File: src/rtl/writeback.sv
// Write-back stage: registers the retiring instruction, selects ALU or extended load data,
// and drives the register file write port. RISKY_WB_RETIRE_CNT_EN adds a retired-instruction counter.
module writeback #(
  parameter int XLEN  = 32,
  parameter int CNT_W = 64
) (
  input  logic            clk,
  input  logic            rst,
  input  logic            valid_i,
  input  logic            stall_i,
  input  logic [4:0]      opcode_i,
  input  logic [2:0]      funct3_i,
  input  logic [4:0]      rd_i,
  input  logic [XLEN-1:0] alu_result_i,
  input  logic [XLEN-1:0] mem_data_i,
  output logic            we_o,
  output logic [4:0]      sel_rd_o,
  output logic [XLEN-1:0] rd_o,
  output logic            illegal_o
`ifdef RISKY_WB_RETIRE_CNT_EN
  ,
  output logic [CNT_W-1:0] retire_cnt_o
`endif
);

  // Handshake: valid_i qualifies the stage-4 fields; stall_i=1 freezes the register and
  // suppresses retirement, so the held instruction retires once, in the first unstalled cycle.

  localparam logic [4:0] OPC_LOAD     = 5'b00000;
  localparam logic [4:0] OPC_MISC_MEM = 5'b00011;
  localparam logic [4:0] OPC_OP_IMM   = 5'b00100;
  localparam logic [4:0] OPC_AUIPC    = 5'b00101;
  localparam logic [4:0] OPC_STORE    = 5'b01000;
  localparam logic [4:0] OPC_OP       = 5'b01100;
  localparam logic [4:0] OPC_LUI      = 5'b01101;
  localparam logic [4:0] OPC_BRANCH   = 5'b11000;
  localparam logic [4:0] OPC_JALR     = 5'b11001;
  localparam logic [4:0] OPC_JAL      = 5'b11011;
  localparam logic [4:0] OPC_SYSTEM   = 5'b11100;

  localparam logic [2:0] F3_LB  = 3'b000;
  localparam logic [2:0] F3_LH  = 3'b001;
  localparam logic [2:0] F3_LW  = 3'b010;
  localparam logic [2:0] F3_LBU = 3'b100;
  localparam logic [2:0] F3_LHU = 3'b101;

  typedef enum logic [1:0] {
    CLS_ALU     = 2'd0,
    CLS_LOAD    = 2'd1,
    CLS_NONE    = 2'd2,
    CLS_ILLEGAL = 2'd3
  } wb_class_e;

  if (CNT_W < 1) begin : g_cnt_w_check
    $error("CNT_W must be at least 1");
  end

  // Pipeline register
  logic            r_valid;
  logic [4:0]      r_opcode;
  logic [2:0]      r_funct3;
  logic [4:0]      r_rd;
  logic [XLEN-1:0] r_alu_result;
  logic [XLEN-1:0] r_mem_data;
  logic [1:0]      r_addr_lo;

  always_ff @(posedge clk or posedge rst) begin
    if (rst) begin
      r_valid      <= 1'b0;
      r_opcode     <= '0;
      r_funct3     <= '0;
      r_rd         <= '0;
      r_alu_result <= '0;
      r_mem_data   <= '0;
      r_addr_lo    <= '0;
    end else if (!stall_i) begin
      r_valid      <= valid_i;
      r_opcode     <= opcode_i;
      r_funct3     <= funct3_i;
      r_rd         <= rd_i;
      r_alu_result <= alu_result_i;
      r_mem_data   <= mem_data_i;
      r_addr_lo    <= alu_result_i[1:0];
    end
  end

  wb_class_e wb_class;

  always_comb begin
    wb_class = CLS_ILLEGAL;
    case (r_opcode)
      OPC_LOAD:                                              wb_class = CLS_LOAD;
      OPC_OP_IMM, OPC_OP, OPC_LUI, OPC_AUIPC, OPC_JAL, OPC_JALR: wb_class = CLS_ALU;
      OPC_STORE, OPC_BRANCH, OPC_MISC_MEM, OPC_SYSTEM:       wb_class = CLS_NONE;
      default:                                               wb_class = CLS_ILLEGAL;
    endcase
  end

  // Load extraction from the aligned word
  logic [7:0]      load_byte;
  logic [15:0]     load_half;
  logic [XLEN-1:0] load_data;
  logic            load_ok;

  always_comb begin
    load_byte = r_mem_data[7:0];
    case (r_addr_lo)
      2'd0:    load_byte = r_mem_data[7:0];
      2'd1:    load_byte = r_mem_data[15:8];
      2'd2:    load_byte = r_mem_data[23:16];
      default: load_byte = r_mem_data[31:24];
    endcase
    // Half select ignores addr_lo[0]; misaligned halves are not split here.
    load_half = r_addr_lo[1] ? r_mem_data[31:16] : r_mem_data[15:0];
  end

  always_comb begin
    load_data = '0;
    load_ok   = 1'b1;
    case (r_funct3)
      F3_LB:   load_data = {{(XLEN-8){load_byte[7]}}, load_byte};
      F3_LH:   load_data = {{(XLEN-16){load_half[15]}}, load_half};
      F3_LW:   load_data = r_mem_data;
      F3_LBU:  load_data = {{(XLEN-8){1'b0}}, load_byte};
      F3_LHU:  load_data = {{(XLEN-16){1'b0}}, load_half};
      default: load_ok   = 1'b0;
    endcase
  end

  logic            retire;
  logic            writes;
  logic            illegal;
  logic [XLEN-1:0] wb_data;

  always_comb begin
    retire  = r_valid & ~stall_i;
    writes  = (wb_class == CLS_ALU) | ((wb_class == CLS_LOAD) & load_ok);
    illegal = (wb_class == CLS_ILLEGAL) | ((wb_class == CLS_LOAD) & ~load_ok);
    wb_data = (wb_class == CLS_LOAD) ? load_data : r_alu_result;
  end

  // x0 destinations retire normally but never assert the write enable.
  assign we_o      = retire & writes & (r_rd != 5'd0);
  assign illegal_o = retire & illegal;
  assign sel_rd_o  = r_valid ? r_rd : 5'd0;
  assign rd_o      = r_valid ? wb_data : '0;

`ifdef RISKY_WB_RETIRE_CNT_EN
  logic [CNT_W-1:0] retire_cnt;

  always_ff @(posedge clk or posedge rst) begin
    if (rst) begin
      retire_cnt <= '0;
    end else if (retire) begin
      retire_cnt <= retire_cnt + 1'b1;
    end
  end

  assign retire_cnt_o = retire_cnt;
`endif

endmodule

File: config.mk
export PLATFORM = sky130hd
export DESIGN_NAME = writeback
export DESIGN_NICKNAME = d
export VERILOG_FILES = /design/src/rtl/writeback.sv
export SDC_FILE = /design/constraint.sdc
export NUM_CORES = 1
export LEC_CHECK = 0
export BUFFER_PORTS_ARGS = -buffer_cell sky130_fd_sc_hd__buf_4
export CORE_MARGIN = 5
export CORE_UTILIZATION = 40
export CTS_BUF_LIST = sky130_fd_sc_hd__clkbuf_16
export DETAILED_ROUTE_END_ITERATION = 7
export PLACE_DENSITY = 0.69
export SKIP_CTS_REPAIR_TIMING = 1
export SLEW_MARGIN = 0
export SYNTH_ARGS = -nofsm -noshare
export SYNTH_HDL_FRONTEND = slang
export SYNTH_SLANG_ARGS = --single-unit
File: constraint.sdc
create_clock -name clk -period 2 [get_ports clk]
set_input_delay 0.2 -clock clk [delete_from_list [all_inputs] [get_ports clk]]
set_output_delay 0.2 -clock clk [all_outputs]
set_load 0.01 [all_outputs]
==> results.tsv, run 1 <==
stage	metric	value	unit
hold_path	hold crit path type	in2reg	
cells_and_area	FILL cells	804	
cells_and_area	commonest cells after routing, fill and taps aside	buf_4 (155), mux2_2 (78), dfrtp_1 (70)	
die	full die area	12500	µm²
grt	first-pass GRT wire length	18800	µm
power	static leakage	2.81	nW
clocking	CTS tree	yes	
timing	RSZ-0062 raised after global routing	true	
synthesis	library cells used by synthesis	40	
route	routed wire length	12900	µm
synthesis	Post-Syn Area	4140	µm²
placed_design	port buffer count	119	
cells_and_area	commonest non-fill, non-tap cell in the layout	buf_4	
cells_and_area	ANT cells	0	
clocking	clk sinks	78	
timing	Max Clk Rate	416	MHz
die	Initial Utilization	0.406	
clocking	CTS max path bufs	2	
critical_path	Critical Path RT	1.80	ns
die	io pins	120	
timing	fin. max-slew vios	0	
synthesis	Seq/Total Area, Yosys	0.472	
outcome	outcome	finished, violations left	
timing	Hold Violations, Final	0	
timing	Final Worst Setup Slack	-0.406	ns
die	row count	37	
grt	Congestion Overflow GR	0	
synthesis	Syn Inst Count	327	
critical_path	R2R cell count	3	
route	WL/cell	20.6	µm
timing	final setup violation count	32	
clocking	Skew-Pair Late Insertion Delay	0.34	ns
cells_and_area	final core utilization	0.625	
synthesis	syn nets	408	
hold_path	hold depth	2	
placed_design	Final Wtd Congestion	0.812	
synthesis	Post-synth EDFFs	0	
timing	Final Cycle Share	1.20	
clocking	total CTS buffers	9	
route	Via Count	3573	
clocking	Root Buffer	clkbuf_16	
timing	slew margin rel.	0.645	
critical_path	Critical Path Sink Type	output pin	
critical_path	crit start category	flip-flop	
route	drt initial violations	241	
synthesis	Syn Area/Cell	12.6	µm²
route	Vias/cell	5.71	
grt	Overall Global Routing Usage	0.189	
outcome	failing checks	setup timing	
die	Die Wd	112	µm
synthesis	FFs w/ async S/R, synth	1.00	
clocking	clk slew on worst S/H paths	0.07	ns
grt	vias in the first global route	3617	
cells_and_area	share of layout cells above drive strength 1	0.680	
critical_path	CP Max Fanout	8	
cells_and_area	Layout Nets	566	
job	maxcap violations	0	
timing	WHS	0.0795	ns
timing	minimum clock period	2.41	ns
die	Core ar.	10200	µm²
grt	pin count of the biggest net entering global routing	45	
power	power per standard cell area	795	nW/µm²
route	Antenna Nets Post-Route	0	
clocking	H-tree depth	3	
route	DRC violations left	0	
power	peak supply drop	459	µV
timing	worst-margin pin slew	0.532	ns
critical_path	critical path arrival	2.21	ns
die	die height	112	µm
cells_and_area	Synth-to-Final Area Change	53.9	%
synthesis	Synth Flop Type	dfrtp_1	
placed_design	Post-DP HPWL	8860	µm
synthesis	Seq cells post-synth	78	
synthesis	Yosys warning count	0	
timing	clock skew	0	ns
route	Pre-antenna DRT Iters	6	
critical_path	CP Class	reg2out	
grt	initial antenna violation count	0	
## stage by stage
stage	power, W	setup TNS, ns	cell area (µm²)	std cells	worst slack (ns)
6_report	0.00506	-9.17	6360	626	-0.406
3_3_place_gp	0.00303	-0.0286	5430	593	-0.0286
2_1_floorplan	0.00251	0	4140	327	0.215
3_5_place_dp	0.00306	-0.137	5430	593	-0.0722
4_1_cts	0.00475	-9.97	5740	609	-0.442
5_1_grt	0.00527	-11.18	6360	626	-0.448
## Yosys cell counts, types with 2 or more instances
| cell | instances | area (µm²) |
|---|---|---|
| a211oi_1 | 2 | 15.0 |
| a21oi_1 | 2 | 10.0 |
| a221oi_1 | 25 | 219 |
| a222oi_1 | 6 | 60.1 |
| a22oi_1 | 17 | 128 |
| and2_1 | 6 | 37.5 |
| buf_2 | 7 | 35.0 |
| buf_4 | 2 | 15.0 |
| buf_6 | 2 | 22.5 |
| clkbuf_1 | 15 | 56.3 |
| dfrtp_1 | 78 | 1950 |
| inv_1 | 4 | 15.0 |
| mux2_2 | 78 | 878 |
| mux2i_1 | 2 | 20.0 |
| mux4_1 | 4 | 105 |
| mux4_2 | 4 | 90.1 |
| nand2_1 | 21 | 78.8 |
| nand2b_1 | 3 | 18.8 |
| nand4b_1 | 2 | 17.5 |
| nor2_1 | 4 | 15.0 |
| nor2b_1 | 3 | 18.8 |
| nor3_1 | 6 | 30.0 |
| o21ai_1 | 3 | 15.0 |
| o2bb2ai_1 | 15 | 131 |
## power breakdown
part,leakage [nW],switching (W),internal (W)
Clock,0.140,0.000717,0.000982
Combinational,1.77,0.000660,0.000798
Sequential,0.904,0.000163,0.00174
Total,2.81,0.00154,0.00352
## registers in the layout, indices dropped and copies added (netlist names)
register      flops
r_rd              5
r_opcode          5
r_alu_result     32
r_valid           1
r_mem_data       32
r_funct3          3
## cell families (layout without fill, tap and decap cells)
group,count (synthesis),after routing,share of synthesized area
AND/OR/NAND/NOR,51,51,0.0666
AO/OA/AOI/OAI,78,78,0.158
buffers and inverters,32,195,0.0390
flip-flops,78,78,0.472
multiplexers,88,88,0.264
## critical path, stage by stage (launching register included)
cell and delay, ns:
dfrtp_2 0.43, buf_12 0.15, mux4_2 0.48, a222oi_1 0.52, o2bb2ai_1 0.12, buf_4 0.16
## per-layer routing
| metal | global-route usage | up-vias | part of all wire |
|---|---|---|---|
| met2 | 0.292 | 186 | 0.48 |
| met4 | 0.0835 | 0 | 0.029 |
| met3 | 0.0582 | 30 | 0.080 |
| met1 | 0.245 | 1748 | 0.41 |
| met5 | 0 | - | 0 |
| li1 | - | 1609 | - |
## path summary, 6_finish.rpt
check	startpoint	endpoint	slack (ns)
worst max-delay path	r_alu_result[0]	rd_o[4]	-0.41
worst min-delay path	alu_result_i[13]	r_alu_result[13]	0.08
worst max register to register	r_alu_result[0]	r_alu_result[0]	0.89
worst min register to register	r_alu_result[13]	r_alu_result[13]	0.51
max in group asynchronous	rst	r_funct3[1]	1.09
min in group asynchronous	rst	r_alu_result[7]	0.35
## final cells by class
| type | instances | area, µm² | area share |
|---|---|---|---|
| Clock inverter | 7 | 81.3 | 0.0128 |
| Multi-Input combinational cell | 217 | 2440 | 0.384 |
| Tap cell | 136 | 170 | 0.0267 |
| Inverter | 5 | 22.5 | 0.00354 |
| Sequential cell | 78 | 1960 | 0.308 |
| Timing Repair Buffer | 174 | 1460 | 0.229 |
| Clock buffer | 9 | 225 | 0.0354 |
Power figures use the tool's default switching activity.
==> run 2, diff against run 1 <==
--- a/config.mk
+++ b/config.mk
@@ -11,6 +11,7 @@
 export CTS_BUF_LIST = sky130_fd_sc_hd__clkbuf_16
 export DETAILED_ROUTE_END_ITERATION = 7
 export PLACE_DENSITY = 0.69
+export SETUP_SLACK_MARGIN = 0.05
 export SKIP_CTS_REPAIR_TIMING = 1
 export SLEW_MARGIN = 0
 export SYNTH_ARGS = -nofsm -noshare
==> results.tsv, run 2 (synthesis results as in run 1) <==
stage	metric	value	unit	change
route	Antenna Nets Post-Route	0		unchanged
critical_path	slowest CP cell	mux4_2		
route	routed wire length	12900	µm	-0.34%
grt	met3 Use GR	0.0582		unchanged
clocking	clk slew on worst S/H paths	0.07	ns	about the same
timing	worst-margin pin slew	0.495	ns	-0.0376 ns
route	Via Count	3557		-0.45%
cells_and_area	Synth-to-Final Area Change	54.2	%	
critical_path	Critical Path RT	1.80	ns	about the same
die	Core ar.	10200	µm²	unchanged
critical_path	cell repeated most along the worst path	buf_4		
timing	fin. max-slew vios	0		unchanged
cells_and_area	post-route cell area	6370	µm²	+0.20%
grt	vias in the first global route	3617		unchanged
cells_and_area	ANT cells	0		unchanged
grt	first-pass GRT wire length	18800	µm	unchanged
die	full die area	12500	µm²	unchanged
clocking	Root Buffer	clkbuf_16		
placed_design	Final Wtd Congestion	0.812		unchanged
cells_and_area	Top Registers	r_alu_result (32), r_mem_data (32)		
power	static leakage	2.81	nW	about the same
grt	GR met2 Demand/Resource	0.292		unchanged
placed_design	Post-DP HPWL	8860	µm	unchanged
critical_path	crit start category	flip-flop		
route	Vias/cell	5.68		-0.45%
placed_design	Post-Place Setup Slack	-0.0722	ns	unchanged
route	drt initial violations	213		-12%
cells_and_area	share of layout cells above drive strength 1	0.682		+0.00204
clocking	Skew-Pair Late Insertion Delay	0.34	ns	about the same
clocking	CTS max path bufs	2		unchanged
die	die height	112	µm	unchanged
outcome	failing checks	setup timing		
timing	slew margin rel.	0.670		+0.0251
power	peak supply drop	458	µV	-0.43%
clocking	total CTS buffers	9		unchanged
die	io pins	120		unchanged
clocking	H-tree depth	3		unchanged
timing	RSZ-0062 raised after global routing	true		
grt	Overall Global Routing Usage	0.189		unchanged
die	Die Wd	112	µm	unchanged
critical_path	Critical Path Sink Type	output pin		
critical_path	critical path arrival	2.17	ns	-0.04 ns
placed_design	port buffer count	119		unchanged
die	Initial Utilization	0.406		unchanged
route	DRC violations left	0		unchanged
critical_path	crit-path cells	buf_12, buf_4, mux4_2, a222oi_1, o2bb2ai_2, buf_4		
cells_and_area	commonest non-fill, non-tap cell in the layout	buf_4		
grt	GRT busiest layer	met2		
timing	Max Clk Rate	421	MHz	+1.4%
outcome	outcome	finished, violations left		
hold_path	hold crit path type	in2reg		
timing	Final Worst Setup Slack	-0.374	ns	+0.0325 ns
timing	Hold Violations, Final	0		unchanged
grt	Congestion Overflow GR	0		unchanged
timing	Final Cycle Share	1.19		-0.0162
cells_and_area	Layout Nets	566		unchanged
route	Pre-antenna DRT Iters	6		unchanged
route	WL/cell	20.6	µm	-0.34%
timing	clock skew	0	ns	unchanged
critical_path	cell family with the largest share of critical-path delay	compound AO/OA/AOI/OAI gates		
critical_path	CP Class	reg2out		
clocking	clk sinks	78		unchanged
grt	met1 Track Usage GR	0.245		unchanged
critical_path	CP Max Fanout	8		unchanged
die	row count	37		unchanged
critical_path	Bufs and invs on worst path	3		+1
placed_design	placed inst area	5430	µm²	unchanged
cells_and_area	commonest cells after routing, fill and taps aside	buf_4 (155), mux2_2 (78), dfrtp_1 (70)		
timing	minimum clock period	2.37	ns	-0.0325 ns
timing	final setup violation count	32		unchanged
grt	pin count of the biggest net entering global routing	45		unchanged
grt	initial antenna violation count	0		unchanged
cells_and_area	final core utilization	0.626		+0.00123
power	power per standard cell area	793	nW/µm²	-0.24%
clocking	CTS tree	yes		
job	maxcap violations	0		unchanged
critical_path	CP max stage delay	0.49	ns	-0.03 ns
run 2: path summary, 6_finish.rpt:
| kind | startpoint | to | slack [ns] | depth (start not counted) |
|---|---|---|---|---|
| max | r_alu_result[0] | rd_o[0] | -0.37 | 6 |
| min | alu_result_i[13] | r_alu_result[13] | 0.08 | 2 |
| max reg2reg | r_alu_result[0] | r_alu_result[0] | 0.89 | 3 |
| min reg2reg | r_alu_result[13] | r_alu_result[13] | 0.51 | 1 |
| max in group asynchronous | rst | r_funct3[1] | 1.09 | 4 |
| min in group asynchronous | rst | r_alu_result[7] | 0.35 | 3 |
run 2: area by class of cell:
| cell class | instances | area, µm² |
|---|---|---|
| Tap cell | 136 | 170 |
| Clock inverter | 7 | 81.3 |
| Clock buffer | 9 | 225 |
| Fill cell | 801 | 3810 |
| Sequential cell | 78 | 1960 |
| Multi-Input combinational cell | 217 | 2450 |
| Inverter | 5 | 22.5 |
| Timing Repair Buffer | 174 | 1460 |
run 2: per-stage QoR:
stage | TNS [ns] | instances | power, W | hold WS [ns]
5_1_grt | -11.18 | 626 | 0.00527 | 0.0741
6_report | -9.27 | 626 | 0.00506 | 0.0806
2_1_floorplan | 0 | 327 | 0.00251 | 0.351
3_3_place_gp | -0.0286 | 593 | 0.00303 | 0.150
4_1_cts | -9.97 | 609 | 0.00475 | -0.210
3_5_place_dp | -0.137 | 593 | 0.00306 | 0.155
run 2: report_power, final:
group | total (W) | switching [W] | internal (W)
clock network | 0.00169 | 0.000711 | 0.000982
registers | 0.00190 | 0.000163 | 0.00174
logic | 0.00146 | 0.000661 | 0.000800
run 2: per-layer routing:
metal	vias up	part of all wire
met5	-	0
met3	32	0.074
met4	0	0.030
met2	177	0.48
met1	1746	0.42
li1	1602	-
==> run 3, diff against run 2 <==
--- a/config.mk
+++ b/config.mk
@@ -10,6 +10,7 @@
 export CORE_UTILIZATION = 40
 export CTS_BUF_LIST = sky130_fd_sc_hd__clkbuf_16
 export DETAILED_ROUTE_END_ITERATION = 7
+export GPL_TIMING_DRIVEN = 0
 export PLACE_DENSITY = 0.69
 export SETUP_SLACK_MARGIN = 0.05
 export SKIP_CTS_REPAIR_TIMING = 1
==> results.tsv, run 3 (synthesis results as in run 1) <==
stage	metric	value	unit	change
route	routed length on met1	5410	µm	+0.60%
route	Pre-antenna DRT Iters	5		-1
route	Antenna Nets Post-Route	0		unchanged
critical_path	critical path arrival	2.20	ns	+0.03 ns
die	io pins	120		unchanged
placed_design	Post-DP HPWL	8940	µm	+0.89%
die	row count	37		unchanged
timing	fin. max-slew vios	0		unchanged
clocking	Skew-Pair Late Insertion Delay	0.33	ns	about the same
die	Initial Utilization	0.406		unchanged
hold_path	Worst Hold End	r_alu_result[7]		
route	drt initial violations	358		+68%
hold_path	hold crit path type	in2reg		
die	Core ar.	10200	µm²	unchanged
critical_path	CP max stage delay	0.51	ns	+0.02 ns
route	met2 wire len	6540	µm	+6.1%
critical_path	Critical R2R Capture	r_alu_result[0]		
timing	RSZ-0062 raised after global routing	true		
power	static leakage	2.80	nW	-0.44%
cells_and_area	share of layout cells above drive strength 1	0.677		-0.00486
critical_path	CP Max Fanout	8		unchanged
grt	Overall Global Routing Usage	0.187		-0.00165
timing	worst-margin pin slew	0.958	ns	+0.463 ns
outcome	outcome	finished, violations left		
timing	minimum clock period	2.40	ns	+0.0289 ns
die	Die Wd	112	µm	unchanged
critical_path	crit start category	flip-flop		
timing	slew margin rel.	0.361		-0.309
grt	first-pass GRT wire length	18700	µm	-0.55%
cells_and_area	Top Registers	r_alu_result (32), r_mem_data (32)		
critical_path	CP startpoint	r_mem_data[23]		
hold_path	Hold Startpoint	alu_result_i[7]		
clocking	clk sinks	78		unchanged
grt	pin count of the biggest net entering global routing	35		-22%
clocking	CTS max path bufs	2		unchanged
hold_path	hold depth	2		unchanged
timing	Hold Violations, Final	0		unchanged
placed_design	Post-Place Setup Slack	-0.201	ns	-0.129 ns
grt	Congestion Overflow GR	0		unchanged
route	routed wire length	13500	µm	+4.7%
die	full die area	12500	µm²	unchanged
power	peak supply drop	493	µV	+7.9%
route	top sig layer	met4		
timing	clock skew	0	ns	unchanged
timing	Max Clk Rate	416	MHz	-1.2%
critical_path	Critical Path RT	1.80	ns	about the same
grt	vias in the first global route	3576		-1.1%
critical_path	crit-path cells	mux4_2, and3b_1, buf_8, a221oi_2, o2bb2ai_1, buf_4		
die	die height	112	µm	unchanged
clocking	total CTS buffers	9		unchanged
cells_and_area	ANT cells	0		unchanged
timing	final setup violation count	32		unchanged
timing	setup_tns	-8.45	ns	+0.822 ns
placed_design	port buffer count	118		-0.84%
route	Vias/cell	5.85		+3.0%
timing	Final Cycle Share	1.20		+0.0144
route	DRC violations left	0		unchanged
clocking	clk slew on worst S/H paths	0.06	ns	about the same
clocking	Root Buffer	clkbuf_16		
power	total power draw	0.00515	W	+1.8%
critical_path	Critical Path Sink Type	output pin		
job	maxcap violations	0		unchanged
critical_path	slowest CP cell	mux4_2		
route	Via Count	3694		+3.9%
cells_and_area	final core utilization	0.637		+0.0115
critical_path	R2R cell count	4		+1
critical_path	CP Class	reg2out		
cells_and_area	commonest non-fill, non-tap cell in the layout	buf_4		
clocking	H-tree depth	3		unchanged
grt	initial antenna violation count	0		unchanged
clocking	CTS tree	yes		
power	power per standard cell area	793	nW/µm²	about the same
route	met3 WL post-DR	1060	µm	+11%
critical_path	flop2flop setup slack	0.86	ns	-0.03 ns
cells_and_area	Synth-to-Final Area Change	57.0	%	
cells_and_area	commonest cells after routing, fill and taps aside	buf_4 (141), mux2_2 (78), dfrtp_1 (71)		
placed_design	Final Wtd Congestion	0.822		+1.3%
timing	Final Worst Setup Slack	-0.402	ns	-0.0289 ns
outcome	failing checks	setup timing		
cells_and_area	Layout Nets	571		+0.88%
route	WL/cell	21.4	µm	+3.9%
critical_path	Crit Reg-Reg Startpoint	r_alu_result[0]		
[run 3: report_power, final]
part / switching [W] / internal [W]
Combinational: 0.000678 / 0.000818
Clock: 0.000638 / 0.00108
Sequential: 0.000194 / 0.00174
Total: 0.00151 / 0.00363
[run 3: per-layer routing]
layer	up-vias	GRT usage
li1	1610	-
met4	0	0.0689
met3	44	0.0533
met2	184	0.302
met5	-	0
met1	1856	0.241
[run 3: how the worst max path moves through the flow]
stage	to	slack [ns]	depth (start not counted)
floorplan	rd_o[21]	0.22	6
global placement	rd_o[4]	-0.22	6
detailed placement	rd_o[4]	-0.20	6
CTS	rd_o[4]	-0.54	6
global route	rd_o[12]	-0.48	7
finish	rd_o[12]	-0.40	6
[run 3: final cells by class]
cell class | instances | area, µm²
inverters | 5 | 26.3
plain buffers | 27 | 226
fillers | 760 | 3690
clock inverters | 7 | 81.3
repair buffers | 152 | 1220
multi-input cells | 217 | 2580
flip-flops and latches | 78 | 1960
well taps | 136 | 170
clock buffers | 9 | 225
[run 3: worst max-delay path: cells and delay by family, from the launching register on]
family,cells,cell delay (ns)
buffers and inverters,2,0.31
multiplexers,1,0.51
AO/OA/AOI/OAI,2,0.35
AND/OR/NAND/NOR,1,0.21
flip-flops,1,0.48
[run 3: per-stage QoR]
step | hold slack (ns) | cells | instance area (µm²)
2_1_floorplan | 0.351 | 327 | 4140
3_3_place_gp | 0.433 | 581 | 5190
3_5_place_dp | 0.181 | 583 | 5240
4_1_cts | -0.175 | 599 | 5540
5_1_grt | 0.0879 | 631 | 6490
6_report | 0.0954 | 631 | 6490
